`src/rtl/uart_pkg.sv`:
```
// Shared UART definitions: parity modes, transmitter state encoding,
// default frame constants and a parity helper. Used by the transmitter
// and the receive path.
package uart_pkg;

    typedef enum logic [1:0] {
        PAR_NONE = 2'd0,
        PAR_EVEN = 2'd1,
        PAR_ODD  = 2'd2
    } parity_e;

    typedef enum logic [2:0] {
        IDLE       = 3'd0,
        START_BIT  = 3'd1,
        DATA_BITS  = 3'd2,
        PARITY_BIT = 3'd3,
        STOP_BITS2 = 3'd4,
        STOP_BITS1 = 3'd5
    } tx_state_t;

    localparam int unsigned DEFAULT_MAX_WIDTH     = 32;
    localparam int unsigned DEFAULT_DATA_WIDTH    = 8;
    localparam int unsigned DEFAULT_NUM_STOP_BITS = 1;

    // Parity bit from the XOR-reduction of the data word.
    function automatic logic parity_bit(input logic data_xor, input parity_e mode);
        return (mode == PAR_ODD) ? ~data_xor : data_xor;
    endfunction

endpackage

```
`src/rtl/uart_baud_gen.sv`:
```
// Bit-period timer: counts clocks and raises tick_o in the last clock of
// every bit period. A max_i of 0 behaves like 1 (one clock per bit).
// clr_i holds the count at zero so a new frame starts on a full period.
module uart_baud_gen
    import uart_pkg::*;
#(
    parameter int unsigned MAX_WIDTH = DEFAULT_MAX_WIDTH
) (
    input  logic                 clk_i,
    input  logic                 rst_i,
    input  logic                 clr_i,
    input  logic [MAX_WIDTH-1:0] max_i,
    output logic                 tick_o
);

    logic [MAX_WIDTH-1:0] cnt_q;
    logic [MAX_WIDTH-1:0] limit;

    // Effective period length, never zero.
    always_comb begin
        limit = (max_i == '0) ? MAX_WIDTH'(1) : max_i;
    end

    assign tick_o = (cnt_q == (limit - MAX_WIDTH'(1)));

    // Period counter, restarts on clear and on every tick.
    always_ff @(posedge clk_i) begin
        if (rst_i) begin
            cnt_q <= '0;
        end else if (clr_i || tick_o) begin
            cnt_q <= '0;
        end else begin
            cnt_q <= cnt_q + MAX_WIDTH'(1);
        end
    end

endmodule

```
`src/rtl/uart_tx.sv`:
```
// UART transmitter: one word per valid/ready handshake, LSB first,
// frame = start, data, optional parity, 1 or 2 stop bits; line idles high.
// Optional build macro UART_TX_HOLD_BUF_EN adds a one-entry holding
// register so a second word can queue behind the frame in flight and
// follow it with no idle gap.
//
// state      | meaning
// -----------+---------------------------------------------
// IDLE       | line high, waiting for a word
// START_BIT  | driving the start bit (0)
// DATA_BITS  | shifting data out LSB first
// PARITY_BIT | driving the parity bit (parity builds only)
// STOP_BITS2 | first of two stop bits (2-stop builds only)
// STOP_BITS1 | final stop bit; done pulses on its last clock
module uart_tx
    import uart_pkg::*;
#(
    parameter int unsigned MAX_WIDTH     = DEFAULT_MAX_WIDTH,
    parameter int unsigned NUM_STOP_BITS = DEFAULT_NUM_STOP_BITS,
    parameter parity_e     PARITY_MODE   = PAR_NONE,
    parameter int unsigned DATA_WIDTH    = DEFAULT_DATA_WIDTH
) (
    input  logic                  clk_i,
    input  logic                  rst_i,
    input  logic [MAX_WIDTH-1:0]  baud_rate_i,
    input  logic [DATA_WIDTH-1:0] data_i,
    input  logic                  valid_i,
    output logic                  ready_o,
    output logic                  tx_o,
    output logic                  busy_o,
    output logic                  tx_done_o
);

    generate
        if ((NUM_STOP_BITS != 1) && (NUM_STOP_BITS != 2)) begin : g_bad_stop_bits
            $error("uart_tx: NUM_STOP_BITS must be 1 or 2");
        end
    endgenerate

    localparam bit                    HAS_PARITY = (PARITY_MODE != PAR_NONE);
    localparam int unsigned           BIT_CNT_W  = (DATA_WIDTH > 1) ? $clog2(DATA_WIDTH) : 1;
    localparam logic [BIT_CNT_W-1:0]  LAST_BIT   = BIT_CNT_W'(DATA_WIDTH - 1);
    localparam tx_state_t             FIRST_STOP = (NUM_STOP_BITS == 2) ? STOP_BITS2 : STOP_BITS1;
    localparam tx_state_t             AFTER_DATA = HAS_PARITY ? PARITY_BIT : FIRST_STOP;

    tx_state_t             state_q, state_d;
    logic [DATA_WIDTH-1:0] shift_q, shift_d;
    logic [BIT_CNT_W-1:0]  bit_cnt_q, bit_cnt_d;
    logic                  par_q, par_d;
    logic [MAX_WIDTH-1:0]  baud_q, baud_d;
    logic                  tx_q, tx_d;

    logic                  tick;
    logic                  idle;
    logic                  frame_end;
    logic                  accept;
    logic                  start_frame;
    logic [DATA_WIDTH-1:0] src_data;
    logic [MAX_WIDTH-1:0]  src_baud;

    assign idle      = (state_q == IDLE);
    assign frame_end = (state_q == STOP_BITS1) && tick;

`ifdef UART_TX_HOLD_BUF_EN
    logic                  hold_full_q, hold_full_d;
    logic [DATA_WIDTH-1:0] hold_data_q;
    logic [MAX_WIDTH-1:0]  hold_baud_q;
    logic                  direct;
    logic                  pop;
    logic                  push;

    // A word accepted with the hold empty starts straight away when the
    // line is free (idle, or the final stop clock); otherwise it waits in hold.
    assign ready_o     = ~hold_full_q;
    assign accept      = valid_i & ready_o;
    assign direct      = accept & (idle | frame_end);
    assign pop         = hold_full_q & (idle | frame_end);
    assign push        = accept & ~direct;
    assign start_frame = direct | pop;
    assign src_data    = pop ? hold_data_q : data_i;
    assign src_baud    = pop ? hold_baud_q : baud_rate_i;
    assign hold_full_d = (hold_full_q & ~pop) | push;

    // Holding register for the queued word and its bit period.
    always_ff @(posedge clk_i) begin
        if (rst_i) begin
            hold_full_q <= 1'b0;
            hold_data_q <= '0;
            hold_baud_q <= '0;
        end else begin
            hold_full_q <= hold_full_d;
            if (push) begin
                hold_data_q <= data_i;
                hold_baud_q <= baud_rate_i;
            end
        end
    end
`else
    assign ready_o     = idle;
    assign accept      = valid_i & ready_o;
    assign start_frame = accept;
    assign src_data    = data_i;
    assign src_baud    = baud_rate_i;
`endif

    uart_baud_gen #(
        .MAX_WIDTH (MAX_WIDTH)
    ) u_baud_gen (
        .clk_i  (clk_i),
        .rst_i  (rst_i),
        .clr_i  (idle),
        .max_i  (baud_q),
        .tick_o (tick)
    );

    // Next-state logic; every non-idle state lasts one bit period.
    always_comb begin
        state_d = state_q;
        case (state_q)
            IDLE:       if (start_frame) state_d = START_BIT;
            START_BIT:  if (tick) state_d = DATA_BITS;
            DATA_BITS:  if (tick && (bit_cnt_q == LAST_BIT)) state_d = AFTER_DATA;
            PARITY_BIT: if (tick) state_d = FIRST_STOP;
            STOP_BITS2: if (tick) state_d = STOP_BITS1;
            STOP_BITS1: if (tick) state_d = start_frame ? START_BIT : IDLE;
            default:    state_d = IDLE;
        endcase
    end

    // Datapath next values; tx is computed from the next state so the
    // registered line changes in the same clock as the state.
    always_comb begin
        shift_d   = shift_q;
        bit_cnt_d = bit_cnt_q;
        par_d     = par_q;
        baud_d    = baud_q;
        if (start_frame) begin
            shift_d   = src_data;
            bit_cnt_d = '0;
            par_d     = parity_bit(^src_data, PARITY_MODE);
            baud_d    = src_baud;
        end else if ((state_q == DATA_BITS) && tick) begin
            shift_d   = shift_q >> 1;
            bit_cnt_d = (bit_cnt_q == LAST_BIT) ? '0 : bit_cnt_q + BIT_CNT_W'(1);
        end

        tx_d = 1'b1;
        case (state_d)
            START_BIT:  tx_d = 1'b0;
            DATA_BITS:  tx_d = shift_d[0];
            PARITY_BIT: tx_d = par_d;
            default:    tx_d = 1'b1;
        endcase
    end

    // State and datapath registers.
    always_ff @(posedge clk_i) begin
        if (rst_i) begin
            state_q   <= IDLE;
            shift_q   <= '0;
            bit_cnt_q <= '0;
            par_q     <= 1'b0;
            baud_q    <= '0;
            tx_q      <= 1'b1;
        end else begin
            state_q   <= state_d;
            shift_q   <= shift_d;
            bit_cnt_q <= bit_cnt_d;
            par_q     <= par_d;
            baud_q    <= baud_d;
            tx_q      <= tx_d;
        end
    end

    assign tx_o      = tx_q;
    assign busy_o    = ~idle;
    assign tx_done_o = frame_end;

endmodule
```
`config.mk`:
```
export PLATFORM = sky130hd
export DESIGN_NAME = uart_tx
export DESIGN_NICKNAME = d
export VERILOG_FILES = /design/src/rtl/uart_pkg.sv /design/src/rtl/uart_baud_gen.sv /design/src/rtl/uart_tx.sv
export SDC_FILE = /design/constraint.sdc
export NUM_CORES = 1
export LEC_CHECK = 0
export BUFFER_PORTS_ARGS = -buffer_cell sky130_fd_sc_hd__buf_2
export CAP_MARGIN = 15
export CORE_UTILIZATION = 45
export CTS_BUF_LIST = sky130_fd_sc_hd__clkbuf_16
export CTS_CLUSTER_SIZE = 12
export DETAILED_ROUTE_END_ITERATION = 8
export GPL_TIMING_DRIVEN = 0
export PLACE_DENSITY_LB_ADDON = 0.05
export SYNTH_ARGS = -nofsm -noshare
export SYNTH_HDL_FRONTEND = slang
export SYNTH_SLANG_ARGS = --single-unit
```
`constraint.sdc`:
```
create_clock -name clk_i -period 5.3 [get_ports clk_i]
set_clock_uncertainty 0.2 [all_clocks]
set_input_delay 0.795 -clock clk_i [delete_from_list [all_inputs] [get_ports clk_i]]
set_output_delay 0.795 -clock clk_i [all_outputs]
set_load 0.1 [all_outputs]
```
==> reports/results.ini, run 1 <==
[sta]
finalSetupViolations=0
max-slew-margin-rel_pct=51.6
fin_crit_sh_pct=96.3
hold_viol_final=0
fin_crit_ps=5100
drv_slew=0
maxClockFrequency_mhz=196
tightest_slew_ps=721
final.setup.worst_slack_ps=197
setup_tns_ps=0
holdWs_ps=281

[detailed_routing]
dr_total_vias=4404
routed_wl_um=13300
routed-wl-met2_um=6150
wl_met1_um=6290
dr.pass1.iters=4
viasPerCell=5.54
antenna_left=0
top_layer_used=met4
wire_per_inst_um=16.8
dr_wl_met3_um=578
dr.first_iter.drc_count=320
route.detailed.drc=0

[logic_synthesis]
syn_inst=587
ys.flop_type=dfxtp_1
yosysTopAreaCellShare_pct=33.9
synth_cell_types=67
syn-num-nets=634
ys_seq_elements=80
netlist_area_mm2=0.00472
synth_seq_area_share_pct=33.9
synth_warnings=0
avgSynthCellArea_um2=8.05
synth_area_leader_cell=dfxtp_1
synth_edf_count=0
synth_area_leaders=dfxtp_1 (34%), nand2_1 (8.3%), xor2_1 (7.8%)
async_flop_share_pct=0

[floorplanning]
die_area_mm2=0.0109
ios=47
die_height_um=104
core-area_mm2=0.0102
std_cell_rows=37
die_w_um=104
start_util_pct=46.2

[global_route]
antenna_found_initial=0
grt_pass1_vias=4237
overflow=0
grt.total_usage_pct=25.7
grt_max_degree=17
grt_first_pass_wirelength_um=21700

[clocking]
clock_sinks=80
clk_path_buf_depth=2
cts_buffers=9
h-tree-depth=3
root_buffer=clkbuf_16
tritoncts=done
clk_latency_ps=350
clk_pin_slew_ps=70

[place]
placed_cells=769
hpwlAfterDp_um=10300
io_buffers=46
gp_congestion=0.968
post-place-ws_ps=-608
placed_area_mm2=0.00516

[setup_path]
arrival_ps=4110
startpoint_type=flop
path_max_fanout=7
crit_path_end_kind=primary output
crit_type=flop to primary output
crit_required_ps=4300

[min_path]
hp-class=flop to flop

[power]
powerDensity_mw_per_mm2=308
p_leak_nw=2.23
vdd_drop_max_v=0.000192
fin_total_pwr_mw=1.76

[layout]
drive_gt1_share_pct=18.8
final_cell_mix=nand2_1 (103), nor2_1 (68), dfxtp_1 (67)
fin_cells=795
antennaDiodeCount=0
nets=701
final_cell_area_mm2=0.00571
layout_commonest_cell=nand2_1
syn2layout_area_growth_pct=20.8
utilization_pct=55.8

[outcome]
status=complete, no violations

[job]
cap_violations=0

## critical path: stages, from the launching register on
cell and delay [ps]:
dfxtp_1 370, nor4_4 330, nand4_1 250, nor3_4 200
nor2_1 60, ha_1 300, xnor2_1 130, a211o_1 310
a21oi_2 140, or4b_4 490, nor4_4 340, and4b_2 330
nand3_4 120, nor3_4 180, buf_12 200
## logic make-up after synthesis
logic type                 after synthesis  synth area share (%)
buffers and inverters                   34                  2.73
DFF                                     80                  33.9
xor gates and xnor gates                80                  15.2
AOI/OAI and AO/OA                       86                  13.3
muxes                                    7                  1.48
adders and majority gates                4                  1.06
and+or+nand+nor                        296                  32.4
## metal layers
metal | vias up | GRT usage (%)
met5 | - | 0
met4 | 0 | 9.69
met3 | 20 | 5.14
met2 | 84 | 40.4
met1 | 2102 | 34.6
li1 | 2198 | -
## cell usage after synthesis, drive strengths merged, types with 8 or more instances
master and count:
a21oi 37, a311oi 8, and3 13, clkbuf 22, dfxtp 80, inv 9
nand2 104, nand3 23, nand4 13, nor2 68, nor3 12, nor4 18
or3 9, xnor2 37, xor2 42
## layout make-up
class                      instances  area, um^2
buffer                            23        87.6
fill                             985        4520
inverter                           9        33.8
clock inverter                     7         111
sequential                        80        1620
timing repair buffer              58         335
multi-input combinational        473        3130
tap                              136         170
clock buffer                       9         225
## sequential cells by signal (all words and copies together), names as in the netlist
register	cells
bit_cnt_q	3
tx_o	1
shift_q	8
state_q	3
baud_q	32
par_q	1
u_baud_gen.cnt_q	32
## repair_timing
item | CTS | global route
pin swaps | 9 | 9
setup endpoints to repair | 31 | 1
resized for setup | 19 | 14
buffers inserted | 7 | 5
hold buffers | 0 | 0
## path summary, 6_finish.rpt
| check | cells after the start | slack [ps] | startpoint | to |
|---|---|---|---|---|
| worst max-delay path | 14 | 200 | baud_q[16] | tx_done_o |
| worst min register to register | 2 | 280 | shift_q[7] | shift_q[7] |
| worst min-delay path | 2 | 280 | shift_q[7] | shift_q[7] |
| worst max register to register | 15 | 780 | baud_q[16] | u_baud_gen.cnt_q[4] |
## where the power goes
group	total [mW]	switching, mW	internal, mW
clock network	0.703	0.278	0.425
logic	0.395	0.236	0.159
registers	0.662	0.0358	0.626
(Power assumes the default switching activity.)
==> run 2: changes to the inputs <==
- CORE_UTILIZATION: 45 -> 50
- clock period: 5.3 -> 6.08 ns (I/O delays scaled with it)
==> run 2 against run 1 <==
Effect of this change:
- register-to-register slack better by 300 ps
- power shrank 19%
- worst hold slack better by 7.3 ps
- sequential power fell by 13%
- cell area is 4.4% lower
- largest cell class unchanged
- largest power group is now sequential cells
- highest routed layer unchanged
==> reports/results.ini, run 2 (synthesis results as in run 1) <==
[floorplanning]
ios=47  ; unchanged
std_cell_rows=35  ; -5.4%
start_util_pct=51.4  ; +5.2 points
die_w_um=99.2  ; -5.0%
die_area_mm2=0.00984  ; -9.8%
core-area_mm2=0.00920  ; -10%
die_height_um=99.2  ; -5.0%

[clocking]
h-tree-depth=3  ; unchanged
tritoncts=done
clk_pin_slew_ps=60  ; about the same
clk_latency_ps=340  ; about the same
root_buffer=clkbuf_16
clock_sinks=80  ; unchanged
cts_buffers=9  ; unchanged
clk_path_buf_depth=2  ; unchanged

[global_route]
grt_first_pass_wirelength_um=20900  ; -3.6%
grt_max_degree=14  ; -3
antenna_found_initial=0  ; unchanged
grt_pass1_vias=4097  ; -3.3%
overflow=0  ; unchanged
grt.total_usage_pct=27.4  ; +1.7 points

[setup_path]
crit_type=flop to primary output
crit_path_end_kind=primary output
crit_chain=nor4_1 > nand4_1 > nor3_1 > nor2_1 > ha_1 > xnor2_1 > a211o_1 > a21oi_1 > or4b_4 > nor4_4 > and4b_2 > nand3_2 > nor3_2 > buf_4
arrival_ps=4800  ; +690 ps
rr_startpoint=baud_q[10]
startpoint_type=flop
slowest_delay_ps=510  ; +20 ps
path_max_fanout=7  ; unchanged
cp_slowest_cell=or4b_4
crit_required_ps=4970  ; +670 ps
cp-startpoint=baud_q[10]

[layout]
fin_cells=761  ; -4.3%
layout_commonest_cell=nand2_1
reg_top3=baud_q: 32 flops, u_baud_gen.cnt_q: 32 flops, shift_q: 8 flops
antennaDiodeCount=0  ; unchanged
drive_gt1_share_pct=14.6  ; -4.2 points
syn2layout_area_growth_pct=15.5
nets=693  ; -1.1%
utilization_pct=59.3  ; +3.5 points
final_cell_mix=nand2_1 (103), dfxtp_1 (80), nor2_1 (68)

[sta]
max-slew-margin-rel_pct=49.0  ; -2.6 points
fin_crit_sh_pct=97.3
finalSetupViolations=0  ; unchanged
tightest_slew_ps=759  ; +38.0 ps
drv_slew=0  ; unchanged
fin_crit_ps=5910
hold_viol_final=0  ; unchanged
final.setup.worst_slack_ps=167  ; -30.0 ps
rsz0062_at_grt=no
holdWs_ps=289  ; +7.34 ps
maxClockFrequency_mhz=169

[detailed_routing]
dr.pass1.iters=5  ; +1
antenna_left=0  ; unchanged
viasPerCell=5.79  ; +4.5%
routed_wl_um=12900  ; -3.2%
dr.first_iter.drc_count=245  ; -23%
dr_total_vias=4406  ; +0.045%
wire_per_inst_um=17.0  ; +1.2%
route.detailed.drc=0  ; unchanged

[power]
powerDensity_mw_per_mm2=261  ; -15%
vdd_drop_max_v=0.000156  ; -19%
fin_total_pwr_mw=1.42  ; -19%
p_leak_nw=2.12  ; -5.0%

[place]
placed_cells=744  ; -3.3%
gp_congestion=0.933  ; -3.6%
post-place-ws_ps=-198  ; +410 ps
hpwlAfterDp_um=9960  ; -3.1%
io_buffers=46  ; unchanged

[min_path]
hp-class=flop to flop
worstHoldStart=bit_cnt_q[0]

[job]
cap_violations=0  ; unchanged

[outcome]
status=complete, no violations

[run 2: critical path, delay by kind of cell (launching register included)]
kind	cells	cell delay [ps]
and+or+nand+nor	9	2880
AOI/OAI and AO/OA	2	460
DFF	1	370
adders and majority gates	1	310
buffers and inverters	1	310
xor gates and xnor gates	1	130
[run 2: report_power, final]
group          switching, mW  internal, mW
sequential            0.0279         0.545
clock                  0.213         0.314
combinational          0.199         0.124
total                  0.440         0.983
[run 2: what timing repair did]
action | CTS | global route
endpoints found under the hold margin | 0 | 0
pin swaps | 1 | 1
hold buffers | 0 | 0
buffers inserted | 1 | 1
setup endpoints to repair | 1 | 1
resized for setup | 5 | 5
[run 2: metrics by stage]
step	TNS, ps	cell area, um^2
global placement	-156	5100
CTS	0	5420
global route	0	5460
detailed placement	-198	5100
floorplan	0	4730
finish	0	5460
[run 2: cell type report]
cell class | count | area [um^2]
sequential | 80 | 1600
timing repair buffer | 48 | 248
buffer | 25 | 95.1
multi-input combinational | 473 | 3050
clock buffer | 9 | 225
fill | 886 | 3740
inverter | 9 | 33.8
clock inverter | 6 | 61.3
tap | 111 | 139
[run 2: path summary, 6_finish.rpt]
check                        endpoint  slack, ps  depth (start not counted)
setup reg to reg  u_baud_gen.cnt_q[9]       1080                         15
hold / removal           bit_cnt_q[0]        290                          2
setup / recovery            tx_done_o        170                         14
hold reg to reg          bit_cnt_q[0]        290                          2
[run 2: metal layers]
layer / global-route usage (%) / up-vias / part of all wire, %
met2: 45.2 / 93 / 46
met3: 3.79 / 21 / 2.7
met5: 0 / - / 0
met4: 9.62 / 0 / 2.0
met1: 36.6 / 2101 / 49
li1: - / 2191 / -
==> run 3: changes to the inputs <==
- clock period: 6.08 -> 5.37 ns (I/O delays scaled with it)
==> run 3 against run 2 <==
Effect of this change:
- via count up 1.2%
- critical path depth unchanged
- core utilization rose by 1.9 points
- global-route usage grew 0.95 points
- worst hold slack got worse by 14 ps
- routed wire length up 4.3%
- non-clock buffer count rose by 7
- worst setup slack got worse by 72 ps
- first-iteration DRC count rose by 3.7%
- critical path type unchanged
==> reports/results.ini, run 3 (synthesis results as in run 1) <==
[layout]
multi_input_area_mm2=0.00312  ; +2.2%
layout_commonest_cell=nand2_1
fin_cells=769  ; +1.1%
reg_top3=baud_q: 32 flops, u_baud_gen.cnt_q: 32 flops, shift_q: 8 flops
seq_area_mm2=0.00162  ; +1.4%
utilization_pct=61.3  ; +1.9 points
drive_gt1_share_pct=19.6  ; +5.0 points
final_cell_mix=nand2_1 (103), nor2_1 (68), dfxtp_1 (62)
fillers=892  ; +0.68%
nets=700  ; +1.0%
antennaDiodeCount=0  ; unchanged
syn2layout_area_growth_pct=19.3

[sta]
fin_crit_sh_pct=98.2
hold_viol_final=0  ; unchanged
max-slew-margin-rel_pct=52.6  ; +3.6 points
fin_crit_ps=5280
drv_slew=0  ; unchanged
setup_tns_ps=0  ; unchanged
tightest_slew_ps=705  ; -53.5 ps
finalSetupViolations=0  ; unchanged
holdWs_ps=275  ; -13.8 ps
maxClockFrequency_mhz=190

[global_route]
use_met3_pct=4.29  ; +0.49 points
grt_pass1_vias=4164  ; +1.6%
antenna_found_initial=0  ; unchanged
grt_max_degree=16  ; +2
overflow=0  ; unchanged
grt.total_usage_pct=28.3  ; +0.95 points
grt.busiest_layer=met2
met2_usage_pct=46.5  ; +1.2 points
grt_first_pass_wirelength_um=21600  ; +3.3%
use_met1_pct=38.8  ; +2.1 points

[place]
placed_cells=744  ; unchanged
io_buffers=46  ; unchanged
hpwlAfterDp_um=10300  ; +2.9%
gp_congestion=0.921  ; -1.3%

[setup_path]
crit_family=simple AND/OR/NAND/NOR gates
slowest_delay_ps=510  ; about the same
crit_path_end_kind=primary output
crit_required_ps=4360  ; -610 ps
crit_type=flop to primary output
startpoint_type=flop
crit_chain=nor4_4 > nand3_4 > nor3_2 > nor2_1 > ha_1 > xnor2_1 > a211o_1 > a21oi_1 > or4b_4 > nor4_4 > and4b_2 > nand3_4 > nor3_4 > buf_12
arrival_ps=4270  ; -530 ps
path_max_fanout=8  ; +1
worst-path-buf-inv=1  ; unchanged
cp_slowest_cell=or4b_4

[detailed_routing]
dr.pass1.iters=5  ; unchanged
routed_wl_um=13500  ; +4.3%
dr_total_vias=4461  ; +1.2%
viasPerCell=5.80  ; +0.19%
antenna_left=0  ; unchanged
route.detailed.drc=0  ; unchanged
dr.first_iter.drc_count=254  ; +3.7%
wire_per_inst_um=17.5  ; +3.2%

[floorplanning]
die_w_um=99.2  ; unchanged
die_area_mm2=0.00984  ; unchanged
ios=47  ; unchanged
die_height_um=99.2  ; unchanged
std_cell_rows=35  ; unchanged
start_util_pct=51.4  ; unchanged
core-area_mm2=0.00920  ; unchanged

[clocking]
clock_sinks=80  ; unchanged
cts.hold.buffers_added=0  ; unchanged
cts_buffers=9  ; unchanged
clk_path_buf_depth=2  ; unchanged
clk_pin_slew_ps=70  ; about the same
tritoncts=done
root_buffer=clkbuf_16
clk_latency_ps=340  ; about the same
h-tree-depth=3  ; unchanged

[job]
cap_violations=0  ; unchanged

[power]
powerDensity_mw_per_mm2=297  ; +14%
p_leak_nw=2.21  ; +4.0%
vdd_drop_max_v=0.000139  ; -11%

[min_path]
hp-class=flop to flop

[outcome]
status=complete, no violations

## run 3: changes by cell type in the layout (fill, tap and decap cells not counted), moves of 2 or more
cell,previous run,this run
dfxtp_1,80,62
dfxtp_2,0,18
buf_4,3,11
inv_6,0,3
clkbuf_1,22,20
nand3_4,0,2
nor3_1,11,9
nor4_1,10,8
nor4_4,3,5
## run 3: layer usage
metal	vias to the layer above	wire length (um)	part of all wire, %
met1	2143	6390	47
met5	-	0	0
met4	0	188	1.4
li1	2202	-	-
met3	18	542	4.0
met2	98	6340	47
## run 3: where the power goes
part           switching (mW)  leakage [nW]  internal (mW)
sequential             0.0352         0.659          0.618
combinational           0.232          1.40          0.154
clock                   0.272         0.147          0.366
## run 3: area by class of cell
type / instances / area share (%)
Multi-Input combinational cell: 473 / 55.4
Sequential cell: 80 / 28.8
Timing Repair Buffer: 57 / 5.82
Inverter: 9 / 0.600
Clock buffer: 9 / 4.00
Buffer: 23 / 1.55
Tap cell: 111 / 2.47
Clock inverter: 7 / 1.38
## run 3: repair_timing
| item | CTS | global route |
|---|---|---|
| pin swaps | 9 | 6 |
| setup buffers | 8 | 3 |
| resized for setup | 17 | 21 |
| setup endpoints to repair | 24 | 1 |
## run 3: worst paths after layout
path / slack (ps) / end / depth (start not counted) / start
worst max-delay path: 90 / tx_done_o / 14 / baud_q[26]
worst min-delay path: 280 / shift_q[7] / 2 / shift_q[7]
worst max register to register: 700 / tx_o / 16 / baud_q[26]
worst min register to register: 280 / shift_q[7] / 2 / shift_q[7]
## run 3: per-stage QoR
step	setup slack, ps	cell area, um^2	total power, mW
floorplan	41.7	4750	0.913
finish	94.8	5630	1.68
global route	-10.6	5630	1.74
detailed placement	-531	5120	1.01
global placement	-523	5120	1.01
CTS	29.9	5560	1.67
## run 3: worst reg2reg max path: stages (launching register included)
cell and delay (ps):
dfxtp_1 360, nor4_4 400, nand3_4 190, nor3_2 270
nor2_1 80, ha_1 310, xnor2_1 130, a211o_1 310
a21oi_1 190, or4b_4 510, nor4_4 280, buf_4 180
nand4b_4 100, nor4b_4 500, a21oi_2 130, o41ai_2 310
a211o_1 170
